### config.mk
export PLATFORM = sky130hd
export DESIGN_NAME = instruction_fetch_unit
export DESIGN_NICKNAME = d
export VERILOG_FILES = /design/src/rtl/instruction_fetch_unit.sv
export SDC_FILE = /design/constraint.sdc
export NUM_CORES = 1
export LEC_CHECK = 0
export BUFFER_PORTS_ARGS = -buffer_cell sky130_fd_sc_hd__buf_4
export CAP_MARGIN = 20
export CORE_ASPECT_RATIO = 1.1
export CORE_MARGIN = 8
export CORE_UTILIZATION = 46
export CTS_BUF_LIST = sky130_fd_sc_hd__clkbuf_8 sky130_fd_sc_hd__clkbuf_16
export CTS_CLUSTER_DIAMETER = 40
export CTS_CLUSTER_SIZE = 12
export DETAILED_ROUTE_END_ITERATION = 16
export GPL_ROUTABILITY_DRIVEN = 0
export PLACE_DENSITY = 0.77
export SLEW_MARGIN = 30
export SYNTH_ARGS = -nofsm -noshare
export SYNTH_HDL_FRONTEND = slang
export SYNTH_SLANG_ARGS = --single-unit
### constraint.sdc
create_clock -name IFU_clk -period 2.1 [get_ports IFU_clk]
set_input_delay 0.105 -clock IFU_clk [delete_from_list [all_inputs] [get_ports IFU_clk]]
set_output_delay 0.105 -clock IFU_clk [all_outputs]
set_load 0.03 [all_outputs]
### src/rtl/instruction_fetch_unit.sv
// Fetch stage: owns the PC, drives the combinational instruction memory and
// registers the returned word into a valid/ready IF/ID output stage.
module instruction_fetch_unit #(
    parameter logic [31:0] RESET_PC    = 32'h0000_0000,
    parameter int unsigned COUNT_WIDTH = 32
) (
    input  logic                   IFU_clk,
    input  logic                   IFU_reset,
    output logic [31:0]            IFU_imem_pc,
    input  logic [31:0]            IFU_imem_instruction,
    input  logic                   IFU_redirect,
    input  logic [31:0]            IFU_redirect_target,
    input  logic                   IFU_dec_ready,
    output logic                   IFU_instr_valid,
    output logic [31:0]            IFU_instruction,
    output logic [31:0]            IFU_instr_pc,
    output logic [31:0]            IFU_pc_plus4,
    output logic                   IFU_fault,
    output logic [COUNT_WIDTH-1:0] IFU_fetch_count
);

    typedef enum logic [1:0] {
        BOOT,
        RUN,
        FAULT
    } state_t;

    state_t                 state, state_n;
    logic [31:0]            pc, pc_n;
    logic                   valid_n;
    logic [31:0]            instruction_n, instr_pc_n, pc_plus4_n;
    logic                   fault_n;
    logic [COUNT_WIDTH-1:0] count_n;
    logic                   advance;

    assign IFU_imem_pc = pc;
    assign advance     = !IFU_instr_valid || IFU_dec_ready;

    always_ff @(posedge IFU_clk) begin
        if (IFU_reset) begin
            state           <= BOOT;
            pc              <= RESET_PC;
            IFU_instr_valid <= 1'b0;
            IFU_instruction <= '0;
            IFU_instr_pc    <= '0;
            IFU_pc_plus4    <= '0;
            IFU_fault       <= 1'b0;
            IFU_fetch_count <= '0;
        end else begin
            state           <= state_n;
            pc              <= pc_n;
            IFU_instr_valid <= valid_n;
            IFU_instruction <= instruction_n;
            IFU_instr_pc    <= instr_pc_n;
            IFU_pc_plus4    <= pc_plus4_n;
            IFU_fault       <= fault_n;
            IFU_fetch_count <= count_n;
        end
    end

    always_comb begin
        state_n       = state;
        pc_n          = pc;
        valid_n       = IFU_instr_valid;
        instruction_n = IFU_instruction;
        instr_pc_n    = IFU_instr_pc;
        pc_plus4_n    = IFU_pc_plus4;
        fault_n       = IFU_fault;
        count_n       = IFU_fetch_count;

        unique case (state)
            BOOT: begin
                state_n = RUN;
            end
            RUN: begin
                // Redirect wins over both advance and stall; a misaligned target traps instead.
                if (IFU_redirect && (IFU_redirect_target[1:0] != 2'b00)) begin
                    state_n = FAULT;
                    fault_n = 1'b1;
                    valid_n = 1'b0;
                end else if (IFU_redirect) begin
                    pc_n    = IFU_redirect_target;
                    valid_n = 1'b0;
                end else if (advance) begin
                    instruction_n = IFU_imem_instruction;
                    instr_pc_n    = pc;
                    pc_plus4_n    = pc + 32'd4;
                    valid_n       = 1'b1;
                    pc_n          = pc + 32'd4;
                    count_n       = IFU_fetch_count + COUNT_WIDTH'(1);
                end
            end
            FAULT: begin
                valid_n = 1'b0;
                fault_n = 1'b1;
            end
            default: begin
                state_n = BOOT;
            end
        endcase
    end

endmodule

* Word-level counts from Yosys, hierarchy flattened *
Index checks and enable logic that the tools add are counted.

operators by class
  bitwise gates (word level) = 3
  equality and inequality tests = 4
  reduce and logical (&&, ||, !) cells = 12
  $add $sub $neg = 2
  muxes and demuxes = 10

operator list
  kind                     count
  $mux W32                 2
  $add A32 B1 Y32 const B  1
  $add A32 B3 Y32 const B  1
  $pmux W2 S3              1
  $reduce_and A2 Y1        3
  $reduce_bool A2 Y1       3
  $mux W1                  4
  $ne A4 B4 Y1 const B     1
  $pmux W1 S2              2
  $reduce_and A4 Y1        1
  $not A1 Y1               3
  $reduce_and A3 Y1        1
  $eq A2 B1 Y1 const B     1
  $eq A2 B2 Y1 const B     1
  $logic_not A2 Y1         1
  $mux W2                  1
  $ne A2 B2 Y1 const B     1
  $logic_and A1 B1 Y1      1
  $logic_not A1 Y1         1
  $logic_or A1 B1 Y1       1

storage, ports and cells
  flip-flop bits (word level) = 164
  output and inout bits = 162

* Depth between registers and ports, before layout *
  depth after elaboration = 6
  mapped depth = 11

* Least setup slack after synthesis *
No wires, ideal clock.

  kind = reg2reg
  start point = register pc[9] (netlist: IFU_imem_pc[9])
  end point = register pc[23] (netlist: IFU_imem_pc[23])
  cell stages (with the launch flop) = 7
  required time = 2.026 ns
  data arrival time = 1.985 ns
  clock period less this slack = 2.059 ns
  path buffers = 1
  slack = 0.041 ns
  cell sequence = dfxtp_1 -> buf_2 -> and4_1 -> nand4_2 -> or4_4 -> or3_1 -> a31oi_1

between the ends
  longest elaborated chain between the ends = 3

ends and longest elaborated chain
  item                    line  source
  start, declared         29    logic [31:0] pc, pc_n;
  start signal, assigned  51    pc <= pc_n;
  $add A32 B3 Y32         89    pc_n = pc + 32'd4;
  $mux W32                84    end else if (advance) begin
  $mux W32                81    end else if (IFU_redirect) begin

No other way between the ends. The select of a mux whose other input is x is not followed.
A chain may end at the register's enable or synchronous reset.

* Worst setup path after layout *
  start point = register pc[8] (netlist: IFU_imem_pc[8])
  end point = register pc[23] (netlist: IFU_imem_pc[23])

The elaborated chain is that of the path after synthesis.

==> results.txt <==
status = finished clean
synth top area cells = dfxtp_1 45%, nand2_1 9.1%, a21oi_1 7.8%
grt ovf = 0
P_sw = 3500 uW
FILL cells = 1,318
post-synth top area share = 44.9%
Synth area leader = dfxtp_1
Setup crit start kind = flop
Post-synth EDFFs = 0
delay-heaviest family, CP = simple AND/OR/NAND/NOR gates
clock buffer depth = 2
Rows = 48
wire length on met2 = 11,500 um
worst skew pair latency = 0.42 ns
GRT Total Usage = 23.6%
DR WL met3 = 2030 um
1st-iter DRT viols = 496
Post-synth top cells = 175 x nand2_1, 162 x dfxtp_1, 113 x a21oi_1
Worst Path Required = 2.44 ns
Post-Synthesis Cells = 898
Clock power frac = 30.2%
final cell utilization of the core = 65.5%
Top FF cell, synth = dfxtp_1
first-pass GRT wire length = 38,400 um
most frequent cell after synthesis = nand2_1
P_int = 6430 uW
post-route setup TNS = 0 ns
DIE AREA = 20,000 um2
slowest CP cell = or4_4
Seq/Total Area, Yosys = 44.9%
VDD IR max = 0.546 mV
Netlist cell types = 57
Final Max Tran Viols = 0
Synth Warn # = 0
via count = 7,373
DR top layer = met4
wire per inst = 17.6 um
vias in the first global route = 7,453
H-tree levels = 4
Clock Root Buffer = clkbuf_16
Layout Nets = 1,220
RSZ-0062 raised after global routing = false
clk slew on worst S/H paths = 0.06 ns
sw frac = 35.2%
final worst-path cycle share = 94.6%
P&R area growth vs syn = 40.9%
Detail Placement HPWL = 16,700 um
relative slew slack = 53.5%
CP Data Arrival Time = 2.33 ns
Sink Count = 162
post-synthesis instance area = 7230 um2
max cap viols = 0
Core ar. = 15,600 um2
final hold vios = 0
part of the power in registers = 37.6%
crit path capture type = flop
Hold WC Path Type = in -> reg
Clock Skew = 0.00755 ns
port buffer count = 229
Slew @ Worst Pin = 0.697 ns
CTS tree = done
die width = 136 um
Syn Nets = 972
combinational cell fraction of total power = 32.2%
FMAX = 503 MHz
initial antenna violation count = 2
# DRC = 0
I/O pin count = 230
Synth async-reset ratio = 0%
Critical Path Fanout Max = 6
final wirelength = 23,900 um
critical path type = reg -> reg
leakage power = 0.00420 uW
wl on met1 = 9410 um
initial cell density of the core = 46.5%
pwr dens = 975 nW/um2
die height = 147 um
syn avg cell area = 8.05 um2
WP buf/inv = 0
Largest stage delay, worst path = 0.47 ns
layout cell share with drive strength beyond 1 = 27.8%
Synth Register Bits = 162
antenna viol nets, final = 0
crit path time final = 1.99 ns
Initial DRT Pass Iterations = 6
CTS Buf Count = 17
DR vias/cell = 5.43
CP Cell Sequence = and4_2, nand4_2, or4_4, or3_1, a31oi_1
Final setup viols = 0
pin count of the biggest net entering global routing = 68
## power groups by stage
stage	clock network, uW	registers [uW]	logic, uW
after detailed placement	0	3790	3130
after global placement	0	3780	3110
after global routing	3150	3790	3430
after floorplan	0	4420	1220
after CTS	3040	3730	3200
final	3000	3740	3190
## area by class of cell
type	count	area, um2	share of cell area, %
antenna	2	5.00	0.0491
clock buffer	20	467	4.58
clock inverter	8	88.8	0.872
inverter	8	30.0	0.295
multi-input combinational	651	3640	35.7
sequential	162	3250	31.9
tap	200	250	2.46
timing repair buffer	306	2460	24.2
## state kept, by name (all words and copies together), names as in the netlist
name / count
IFU_instr_valid: 1
IFU_pc_plus4: 30
state: 2
IFU_fetch_count: 32
IFU_instruction: 32
IFU_instr_pc: 32
IFU_fault: 1
IFU_imem_pc: 32
## layout by cell type, fill, tap and decap left out, types with 10 or more instances in the layout
cell             n
o21ai_0         32
dfxtp_1        160
nor2_1          78
a211oi_1        13
and3_1          19
dlygate4sd3_1   35
a21oi_1        113
clkbuf_16       17
nand3_1         34
xor2_1          28
nor3_1          10
nand4_1         18
buf_4          265
xnor2_1         25
nand2_1        174
## worst register-to-register path: stages, from the launching register on
cell	delay [ns]
dfxtp_1	0.43
and4_2	0.33
nand4_2	0.17
or4_4	0.47
or3_1	0.34
a31oi_1	0.18
## repair_timing
item                                   4_1_cts  5_1_grt
setup endpoints to repair                    0        6
gates resized for setup                      0        4
endpoints found under the hold margin       35        0
hold buffers                                35        0
buffers inserted                             0        1
## routing by layer
layer	GRT usage (%)	up-vias
met4	11.4	0
met1	27.8	3402
met3	6.72	63
met5	0	-
met2	38.5	331
li1	-	3577
## cell families after synthesis
logic type	Yosys count	synth area share (%)
and+or+nand+nor	389	26.1
DFF	162	44.9
adders and majority gates	6	1.04
buffers and inverters	85	5.02
AOI/OAI and AO/OA	198	15.9
xor gates and xnor gates	53	6.42
muxes	5	0.692
## worst paths after layout
kind / depth (start not counted) / start / slack (ns) / endpoint
max reg2reg: 5 / IFU_imem_pc[8] / 0.11 / IFU_imem_pc[23]
min reg2reg: 2 / IFU_instruction[14] / 0.45 / IFU_instruction[14]
max: 5 / IFU_imem_pc[8] / 0.11 / IFU_imem_pc[23]
min: 4 / IFU_redirect_target[13] / 0.03 / IFU_imem_pc[13]
## per-stage QoR
stage | setup WS (ns) | instances | hold WS, ns | area, um2 | total power (uW)
floorplan | 0.0409 | 898 | 0.241 | 7230 | 5640
global placement | 0.176 | 1291 | 0.352 | 9260 | 6890
detailed placement | 0.103 | 1291 | 0.361 | 9260 | 6920
CTS | 0.0739 | 1354 | 0.0163 | 10200 | 9970
global route | 0.0232 | 1357 | 0.0483 | 10200 | 10400
finish | 0.112 | 1357 | 0.0310 | 10200 | 9930
(Power assumes the default switching activity.)
